[config.mk]
export PLATFORM = sky130hd
export DESIGN_NAME = pulse_train_gen_flat
export DESIGN_NICKNAME = d
export VERILOG_FILES = /design/src/rtl/pulse_train_gen_if.sv /design/src/rtl/pulse_train_gen.sv /design/src/flat_wrapper.sv
export SDC_FILE = /design/constraint.sdc
export NUM_CORES = 1
export LEC_CHECK = 0
export CORE_UTILIZATION = 40
export DETAILED_ROUTE_END_ITERATION = 6
export SLEW_MARGIN = 20
export SYNTH_ARGS = -nofsm -noshare
export SYNTH_HDL_FRONTEND = slang
export SYNTH_SLANG_ARGS = --single-unit
[constraint.sdc]
create_clock -name sysclk -period 4.1 [get_ports sysclk]
set_clock_uncertainty 0.2 [all_clocks]
set_input_delay 1.025 -clock sysclk [delete_from_list [all_inputs] [get_ports sysclk]]
set_output_delay 1.025 -clock sysclk [all_outputs]
set_load 0.02 [all_outputs]
[src/rtl/pulse_train_gen_if.sv]
// Control/status bundle for pulse_train_gen.
// The abort/aborted pair exists only when PULSE_ABORT_EN is defined.
interface pulse_train_gen_if #(
    parameter int CNT_W = 16,
    parameter int PER_W = 16
);
    logic             start;
    logic             stop;
    logic [PER_W-1:0] period;
    logic [PER_W-1:0] high_len;
    logic [CNT_W-1:0] pulse_num;
    logic             pulse;
    logic             busy;
    logic             done;
    logic             cfg_err;
    logic [CNT_W-1:0] pulse_cnt;
`ifdef PULSE_ABORT_EN
    logic             abort;
    logic             aborted;
`endif

    modport master (
`ifdef PULSE_ABORT_EN
        output abort,
        input  aborted,
`endif
        output start, stop, period, high_len, pulse_num,
        input  pulse, busy, done, cfg_err, pulse_cnt
    );

    modport slave (
`ifdef PULSE_ABORT_EN
        input  abort,
        output aborted,
`endif
        input  start, stop, period, high_len, pulse_num,
        output pulse, busy, done, cfg_err, pulse_cnt
    );
endinterface

[src/rtl/pulse_train_gen.sv]
// Pulse-train generator: programmable period/high time/count, continuous mode and graceful stop.
// Optional immediate abort is compiled in when PULSE_ABORT_EN is defined.
module pulse_train_gen #(
    parameter int   CNT_W    = 16,
    parameter int   PER_W    = 16,
    parameter logic IDLE_LVL = 1'b0
) (
    input logic               sysclk,
    input logic               rst,
    pulse_train_gen_if.slave  bus
);
    typedef enum logic [1:0] {
        IDLE  = 2'd0,
        ACT   = 2'd1,
        INACT = 2'd2
    } state_t;

    state_t           state_q;
    logic [PER_W-1:0] hi_len_q;
    logic [PER_W-1:0] lo_len_q;
    logic [PER_W-1:0] phase_q;
    logic [CNT_W-1:0] num_q;
    logic [CNT_W-1:0] cnt_q;
    logic             stop_pend_q;
    logic             pulse_q;
    logic             busy_q;
    logic             done_q;
    logic             cfg_err_q;
`ifdef PULSE_ABORT_EN
    logic             aborted_q;
`endif

    logic             cfg_ok_d;
    logic [CNT_W-1:0] cnt_inc_d;
    logic             finish_d;

    // Start-time config validation and end-of-train decision for the last low cycle.
    always_comb begin
        cfg_ok_d  = (bus.period >= PER_W'(2'd2)) && (bus.high_len != {PER_W{1'b0}})
                    && (bus.high_len < bus.period);
        cnt_inc_d = cnt_q + CNT_W'(1'b1);
        finish_d  = ((num_q != {CNT_W{1'b0}}) && (cnt_inc_d == num_q))
                    || stop_pend_q || bus.stop;
    end

    // Train sequencer; every output is a register updated here.
    always_ff @(posedge sysclk) begin
        if (rst) begin
            state_q     <= IDLE;
            hi_len_q    <= {PER_W{1'b0}};
            lo_len_q    <= {PER_W{1'b0}};
            phase_q     <= PER_W'(1'b1);
            num_q       <= {CNT_W{1'b0}};
            cnt_q       <= {CNT_W{1'b0}};
            stop_pend_q <= 1'b0;
            pulse_q     <= IDLE_LVL;
            busy_q      <= 1'b0;
            done_q      <= 1'b0;
            cfg_err_q   <= 1'b0;
`ifdef PULSE_ABORT_EN
            aborted_q   <= 1'b0;
`endif
        end else begin
            done_q    <= 1'b0;
            cfg_err_q <= 1'b0;
`ifdef PULSE_ABORT_EN
            aborted_q <= 1'b0;
`endif
            case (state_q)
                IDLE: begin
                    if (bus.start && cfg_ok_d) begin
                        hi_len_q    <= bus.high_len;
                        lo_len_q    <= bus.period - bus.high_len;
                        num_q       <= bus.pulse_num;
                        cnt_q       <= {CNT_W{1'b0}};
                        phase_q     <= PER_W'(1'b1);
                        stop_pend_q <= 1'b0;
                        state_q     <= ACT;
                        pulse_q     <= ~IDLE_LVL;
                        busy_q      <= 1'b1;
                    end else if (bus.start) begin
                        cfg_err_q <= 1'b1;
                    end else begin
                        state_q <= IDLE;
                    end
                end
                ACT: begin
                    if (bus.stop) stop_pend_q <= 1'b1;
                    else          stop_pend_q <= stop_pend_q;
                    if (phase_q == hi_len_q) begin
                        phase_q <= PER_W'(1'b1);
                        state_q <= INACT;
                        pulse_q <= IDLE_LVL;
                    end else begin
                        phase_q <= phase_q + PER_W'(1'b1);
                    end
                end
                INACT: begin
                    if (bus.stop) stop_pend_q <= 1'b1;
                    else          stop_pend_q <= stop_pend_q;
                    if (phase_q == lo_len_q) begin
                        // The pulse is complete here; count it before deciding whether to continue.
                        phase_q <= PER_W'(1'b1);
                        cnt_q   <= cnt_inc_d;
                        if (finish_d) begin
                            state_q     <= IDLE;
                            busy_q      <= 1'b0;
                            done_q      <= 1'b1;
                            stop_pend_q <= 1'b0;
                        end else begin
                            state_q <= ACT;
                            pulse_q <= ~IDLE_LVL;
                        end
                    end else begin
                        phase_q <= phase_q + PER_W'(1'b1);
                    end
                end
                default: begin
                    state_q     <= IDLE;
                    pulse_q     <= IDLE_LVL;
                    busy_q      <= 1'b0;
                    stop_pend_q <= 1'b0;
                end
            endcase
`ifdef PULSE_ABORT_EN
            // Abort overrides stop and terminal count; the in-flight pulse is not counted.
            if (bus.abort && (state_q != IDLE)) begin
                state_q     <= IDLE;
                pulse_q     <= IDLE_LVL;
                busy_q      <= 1'b0;
                done_q      <= 1'b0;
                aborted_q   <= 1'b1;
                stop_pend_q <= 1'b0;
                phase_q     <= PER_W'(1'b1);
                cnt_q       <= cnt_q;
            end
`endif
        end
    end

    assign bus.pulse     = pulse_q;
    assign bus.busy      = busy_q;
    assign bus.done      = done_q;
    assign bus.cfg_err   = cfg_err_q;
    assign bus.pulse_cnt = cnt_q;
`ifdef PULSE_ABORT_EN
    assign bus.aborted   = aborted_q;
`endif
endmodule
[src/flat_wrapper.sv]
// flat-port wrapper written by rule: the top's interface ports become plain ports
module pulse_train_gen_flat 
#(
    parameter int   CNT_W    = 16,
    parameter int   PER_W    = 16,
    parameter logic IDLE_LVL = 1'b0
)
  (sysclk, rst, bus_start, bus_stop, bus_period, bus_high_len, bus_pulse_num, bus_pulse, bus_busy, bus_done, bus_cfg_err, bus_pulse_cnt);
  pulse_train_gen_if #(.CNT_W(CNT_W), .PER_W(PER_W)) bus_i ();
  input logic sysclk;
  input logic rst;
  input wire logic [$bits(bus_i.start)-1:0] bus_start;
  input wire logic [$bits(bus_i.stop)-1:0] bus_stop;
  input wire logic [$bits(bus_i.period)-1:0] bus_period;
  input wire logic [$bits(bus_i.high_len)-1:0] bus_high_len;
  input wire logic [$bits(bus_i.pulse_num)-1:0] bus_pulse_num;
  output wire logic [$bits(bus_i.pulse)-1:0] bus_pulse;
  output wire logic [$bits(bus_i.busy)-1:0] bus_busy;
  output wire logic [$bits(bus_i.done)-1:0] bus_done;
  output wire logic [$bits(bus_i.cfg_err)-1:0] bus_cfg_err;
  output wire logic [$bits(bus_i.pulse_cnt)-1:0] bus_pulse_cnt;
  assign bus_i.start = bus_start;
  assign bus_i.stop = bus_stop;
  assign bus_i.period = bus_period;
  assign bus_i.high_len = bus_high_len;
  assign bus_i.pulse_num = bus_pulse_num;
  assign bus_pulse = bus_i.pulse;
  assign bus_busy = bus_i.busy;
  assign bus_done = bus_i.done;
  assign bus_cfg_err = bus_i.cfg_err;
  assign bus_pulse_cnt = bus_i.pulse_cnt;
  pulse_train_gen #(.CNT_W(CNT_W), .PER_W(PER_W), .IDLE_LVL(IDLE_LVL)) u_core (.sysclk(sysclk), .rst(rst), .bus(bus_i));
endmodule
==> flow_summary.yaml, run 1 <==
status:
  status: "complete, no violations"
worst_setup_path:
  worstPathRequired_ns: 4.14
  rrSetupSlack_ns: 1.14
  start_kind: "primary input"
  crit_slowest_cell: "clkdlybuf4s50_1"
  worstPathArrival_ns: 3.93
  crit_chain: "clkdlybuf4s50_1 > inv_1 > ha_1 > fa_1 > nor2b_1 > o31ai_2 > a211oi_2 > o21ai_1 > buf_4 > a211o_1 > and2_1 > a22o_1"
  slowest_delay_ns: 0.46
  crit_path_end_kind: "flip-flop"
  worstSetupPathType: "primary input to flip-flop"
  path_delay_family: "compound AO/OA/AOI/OAI gates"
  crit_buf_inv: 3
  path_max_fanout: 8
floorplanning:
  die_w_microns: 122
  start_util_pct: 41.1
  core_sq_um: 13900
  die_h_microns: 122
  rows: 43
  ios: 72
  die_area_sq_um: 14800
yosys:
  async_reset_ff_share_pct: 0
  syn_inst: 666
  synth_seq_area_share_pct: 30.4
  synthesis.nets: 741
  synth_commonest_cells: "dfxtp_1 (87), nor2_1 (77), xnor2_1 (58)"
  synth_cell_types: 73
  yosysTopAreaCellShare_pct: 30.4
  synth_edf_count: 0
  ys.flop_type: "dfxtp_1"
  post-synth-top-count-cell: "dfxtp_1"
  syn-mean-instance-area_sq_um: 8.60
  ys_seq_elements: 87
  yosysWarnings: 0
  yosys-top-cells-area: "dfxtp_1 (30%), xnor2_1 (8.9%), mux2i_1 (7.5%), nor2_1 (5.0%), ha_1 (4.8%)"
  yosysTopAreaCell: "dfxtp_1"
  syn_area_sq_um: 5730
timing:
  finalSetupViolations: 0
  fin_ws_ns: 0.209
  slew_viol_final: 0
  rsz0062_at_grt: "false"
  max_freq_ghz: 0.257
  final.min_clock_period_ns: 3.89
  relSlewSlack_pct: 28.3
  hold_violations: 0
  period_share_pct: 94.9
  tightest_slew_ns: 1.08
global_routing:
  gr-total-overflow: 0
  grt_usage_pct: 22.1
  grt_max_degree: 57
  antenna_found_initial: 0
  grt_pass1_vias: 4851
  grt_pass1_wl_microns: 25200
drt:
  wire_per_inst_microns: 17.4
  drt_iter0_markers: 292
  vias: 5215
  drc: 0
  dr.pass1.iters: 5
  detail-route-antenna-nets: 0
  routed_wl_microns: 15900
  routed_via_density: 5.69
power_and_ir_drop:
  sw_frac_of_total_pct: 29.6
  power_density_nw_per_um2: 329
  p_int_w: 0.00162
  p_clk_share_pct: 36.2
  p_sw_w: 0.000678
  comb_power_share_pct: 23.0
  p_leak_nw: 2.52
  power_frac_seq_pct: 40.8
  peakVddDrop_uv: 209
hold_path:
  hold_path.class: "flip-flop to flip-flop"
clock_tree:
  holdBufCountCts: 0
  clock_sinks: 87
  htree_levels: 3
  clkLatencyLatePin_ns: 0.35
  cts-root-buf: "clkbuf_16"
  worst_setup_hold_path_clk_slew_ns: 0.06
  clockBufferDepth: 2
  cts_tree: "yes"
  numCtsBuffers: 9
finish:
  final_util_pct: 50.0
  syn_to_final_growth_pct: 21.6
  drive_above_1_share_pct: 8.28
  antennaDiodeCount: 0
  fin_cells: 917
  nNetsFinal: 808
flow_run:
  maxCapViolCount: 0
placed_design:
  globalplace.congestion: 0.915
  dpl_worst_slack_ns: -0.178
  hpwlAfterDp_microns: 12200
  port_buffers: 71
  dp.cells: 902
[final cells by class]
type	count	area, sq um
repair buffers	97	938
well taps	180	225
clock inverters	6	71.3
inverters	34	128
flip-flops and latches	87	1740
clock buffers	9	225
multi-input cells	504	3630
fillers	1326	6970
[registers in the layout, indices dropped and copies added (netlist names)]
register,count
u_core.bus.done,1
u_core.bus.busy,1
u_core.bus.pulse_cnt,16
u_core.num_q,16
u_core.hi_len_q,16
u_core.lo_len_q,16
u_core.bus.pulse,1
u_core.state_q,2
u_core.stop_pend_q,1
u_core.phase_q,16
u_core.bus.cfg_err,1
[per-stage QoR]
step                      setup TNS, ns  power (W)  hold WS, ns  cell area [sq um]
final                                 0    0.00229        0.264               6960
after global routing                  0    0.00240        0.291               6960
after global placement            -1.06    0.00147        0.261               6660
after CTS                             0    0.00231        0.271               6960
after detailed placement          -1.91    0.00148        0.263               6660
after floorplan                       0    0.00129        0.259               5730
[repair_timing]
action | in CTS | in global routing
buffers inserted | 0 | 0
endpoints found under the setup margin | 0 | 9
gates resized for setup | 0 | 1
[cell families (layout without fill, tap and decap cells)]
logic type | Yosys count | after routing | synth area share (%)
xor gates and xnor gates | 70 | 70 | 10.7
buffers and inverters | 75 | 146 | 6.36
muxes | 43 | 43 | 7.52
and+or+nand+nor | 233 | 233 | 22.2
AOI/OAI and AO/OA | 134 | 134 | 17.5
adders and majority gates | 24 | 24 | 5.33
DFF | 87 | 87 | 30.4
[tightest hold or removal path: stages, from the launching register on]
cell,delay [ns]
dfxtp_1,0.31
nand2_1,0.05
mux2i_1,0.05
[path summary, 6_finish.rpt]
| check | depth (start not counted) | to | from |
|---|---|---|---|
| max reg2reg | 8 | u_core.bus.pulse | u_core.bus.pulse_cnt[0] |
| max | 12 | u_core.bus.pulse_cnt[1] | bus_period[0] |
| min | 2 | u_core.bus.busy | u_core.bus.busy |
| min reg2reg | 2 | u_core.bus.busy | u_core.bus.busy |
[power by group through the flow]
stage	logic (W)	registers (W)	clock network, W
finish	0.000527	0.000937	0.000830
global route	0.000574	0.000942	0.000886
CTS	0.000525	0.000937	0.000848
detailed placement	0.000523	0.000956	0
global placement	0.000516	0.000955	0
floorplan	0.000348	0.000940	0
[cell usage in the layout, fill, tap and decap left out, types with 4 or more instances in the layout]
cell / count
buf_4: 23
xor2_1: 12
ha_1: 22
a211oi_1: 17
a31oi_1: 12
nand2b_1: 7
xnor2_1: 58
nor2_1: 77
o21ai_0: 18
nand2_1: 30
and4_1: 12
clkbuf_16: 9
mux2i_1: 43
a2111oi_2: 4
and3_1: 9
clkdlybuf4s50_1: 70
nor2b_1: 6
inv_1: 33
nand4_1: 24
nand3b_1: 6
o21a_1: 5
o21bai_1: 4
nand3_1: 21
a21oi_1: 22
nor4_1: 13
dfxtp_1: 87
nor3_1: 7
a22oi_1: 4
[routing by layer]
layer  GRT usage [%]  vias to the layer above  part of all wire, %
li1                -                     2557                    -
met1            28.7                     2526                   46
met2            35.2                      118                   47
met3            6.32                       14                  5.2
met4            6.48                        0                  1.5
met5               0                        -                    0
Note: power is estimated with default switching activity, not from simulation.
==> inputs of run 2 (changes only) <==
--- a/config.mk
+++ b/config.mk
@@ -5,6 +5,8 @@
 export SDC_FILE = /design/constraint.sdc
 export NUM_CORES = 1
 export LEC_CHECK = 0
+export ABC_AREA = 1
+export CAP_MARGIN = 20
 export CORE_UTILIZATION = 40
 export DETAILED_ROUTE_END_ITERATION = 6
 export SLEW_MARGIN = 20
==> flow_summary.yaml, run 2 <==
status:
  status: "complete, no violations"
finish:
  regArea_sq_um: 1740
  drive_above_1_share_pct: 6.23
  fin_cells: 1059
  fillers: 1376
  nNetsFinal: 953
  final_common_cell: "nand2_1"
  stdcell_area_sq_um: 6680
  antennaDiodeCount: 0
  layout_common_cells: "nand2_1 (164), inv_1 (102), dfxtp_1 (87)"
  multi_input_area_sq_um: 3220
  syn_to_final_growth_pct: 21.1
global_routing:
  grt_usage_pct: 22.0
  grt_max_degree: 57
  antenna_found_initial: 0
  grt_pass1_vias: 5235
  use_met2_pct: 41.5
  use_met1_pct: 24.4
  gr-total-overflow: 0
  grt_pass1_wl_microns: 24700
  top_usage_layer: "met2"
  use_met3_pct: 3.69
placed_design:
  dp.cells: 1043
  hpwlAfterDp_microns: 11800
  port_buffers: 71
  globalplace.congestion: 0.903
  placed_area_sq_um: 6370
  dpl_worst_slack_ns: 0.178
clock_tree:
  holdBufCountCts: 0
  htree_levels: 3
  numCtsBuffers: 9
  cts_setup_buffers: 0
  clkLatencyLatePin_ns: 0.35
  cts_resized: 0
  worst_setup_hold_path_clk_slew_ns: 0.06
  cts_tree: "yes"
  clockBufferDepth: 2
  clock_sinks: 87
  cts-root-buf: "clkbuf_16"
worst_setup_path:
  path_max_fanout: 56
  worstReg2RegStart: "u_core.bus.pulse_cnt[0]"
  worstPathRequired_ns: 4.13
  crit_path_end_kind: "flip-flop"
  crit_end: "u_core.lo_len_q[13]"
  crit_start: "bus_high_len[0]"
  worstPathArrival_ns: 3.62
  slowest_delay_ns: 0.47
  rrSetupSlack_ns: 1.48
  crit_slowest_cell: "clkdlybuf4s50_1"
  worstSetupPathType: "primary input to flip-flop"
  start_kind: "primary input"
  cp_common_cell: "o21ai_2"
  crit_chain: "clkdlybuf4s50_1 > ha_1 > fa_1 > o21ai_2 > a21oi_2 > o21ai_2 > nand2_4 > nor2_4 > buf_12 > o21ai_0 > a21oi_1 > nor2_1"
  r2r_end: "u_core.bus.pulse"
  r2r_cells: 14
yosys:
  yosysTopAreaCell: "dfxtp_1"
  syn-mean-instance-area_sq_um: 6.78
  synth_edf_count: 0
  yosysWarnings: 0
  ys_seq_elements: 87
  async_reset_ff_share_pct: 0
  synth_seq_area_share_pct: 31.6
  post-synth-top-count-cell: "nand2_1"
  syn_inst: 813
  yosysTopAreaCellShare_pct: 31.6
  ys.flop_type: "dfxtp_1"
  synth_cell_types: 39
  synthesis.nets: 888
  synth_commonest_cells: "nand2_1 (164), inv_1 (102), dfxtp_1 (87)"
  yosys-top-cells-area: "dfxtp_1 (32%), nand2_1 (11%), a21oi_1 (7.1%), inv_1 (6.9%), o21ai_0 (5.9%)"
  syn_area_sq_um: 5520
timing:
  slew_viol_final: 0
  period_share_pct: 87.4
  setup_tns_ns: 0
  hold_violations: 0
  final.min_clock_period_ns: 3.58
  rsz0062_at_grt: "false"
  fin_ws_ns: 0.518
  max_freq_ghz: 0.279
  tightest_slew_ns: 0.482
  relSlewSlack_pct: 67.9
  finalSetupViolations: 0
drt:
  drc: 0
  routed_wl_microns: 15200
  detail-route-antenna-nets: 0
  dr.pass1.iters: 5
  vias: 5407
  drt_iter0_markers: 426
  routed_via_density: 5.11
  wire_per_inst_microns: 14.3
power_and_ir_drop:
  power_density_nw_per_um2: 434
  peakVddDrop_uv: 299
  p_leak_nw: 2.57
floorplanning:
  die_h_microns: 119
  die_area_sq_um: 14300
  ios: 72
  core_sq_um: 13300
  rows: 42
  die_w_microns: 119
  start_util_pct: 41.3
hold_path:
  hold_path.class: "flip-flop to flip-flop"
  hold_depth: 2
flow_run:
  maxCapViolCount: 0
run 2: cell types whose count changed in the layout (fill, tap and decap cells not counted), moves of 10 or more:
cell / delta
xnor2_1: -33
nand2_1: +134
mux2i_1: -43
a31oi_1: -12
o21ai_0: +47
inv_1: +69
and4_1: -12
a211oi_1: -15
a21oi_1: +56
nor2_1: -10
nand3_1: +40
buf_4: -15
run 2: final cells by class:
class	instances	share of cell area [%]
clock inverter	4	1.05
timing repair buffer	80	11.8
sequential	87	26.1
multi-input combinational	595	48.2
inverter	105	5.97
tap	176	3.30
clock buffer	12	3.54
run 2: critical path: cells and delay by family:
kind / cells / cell delay, ns
compound gates: 5 / 0.88
buf+inv: 2 / 0.70
fa+ha+maj: 2 / 0.67
simple gates: 3 / 0.32
run 2: through the flow:
| step | utilization, % | total power [W] | hold slack (ns) |
|---|---|---|---|
| floorplan | - | 0.00179 | 0.244 |
| global placement | 47.8 | 0.00204 | 0.263 |
| detailed placement | 47.8 | 0.00205 | 0.264 |
| CTS | 50.1 | 0.00292 | 0.278 |
| global route | 50.1 | 0.00308 | 0.307 |
| finish | 50.1 | 0.00290 | 0.274 |
run 2: kinds of logic (layout without fill, tap and decap cells):
family,after synthesis,count (layout),share of synthesized area [%]
AOI/OAI and AO/OA,166,166,16.1
xor gates and xnor gates,40,40,6.35
adders and majority gates,23,23,5.35
buffers and inverters,131,201,9.98
DFF,87,87,31.6
and+or+nand+nor,366,366,30.6
run 2: worst min path at each step:
stage | from | to
after floorplan | u_core.lo_len_q[8] | u_core.lo_len_q[8]
after global placement | u_core.bus.pulse | u_core.bus.pulse
after detailed placement | u_core.bus.pulse | u_core.bus.pulse
after CTS | u_core.lo_len_q[5] | u_core.lo_len_q[5]
after global routing | u_core.bus.pulse | u_core.bus.pulse
final | u_core.bus.pulse | u_core.bus.pulse
run 2: power by group:
part	total, W	internal, W	leakage, nW	switching [W]
clock network	0.000868	0.000532	0.151	0.000336
registers	0.00108	0.000970	0.709	0.000113
logic	0.000947	0.000369	1.71	0.000577
run 2: routing by layer:
layer	share of wire, %	wire length, microns
met2	52	7930
met4	2.4	365
met3	3.3	497
met1	42	6390
met5	0	0
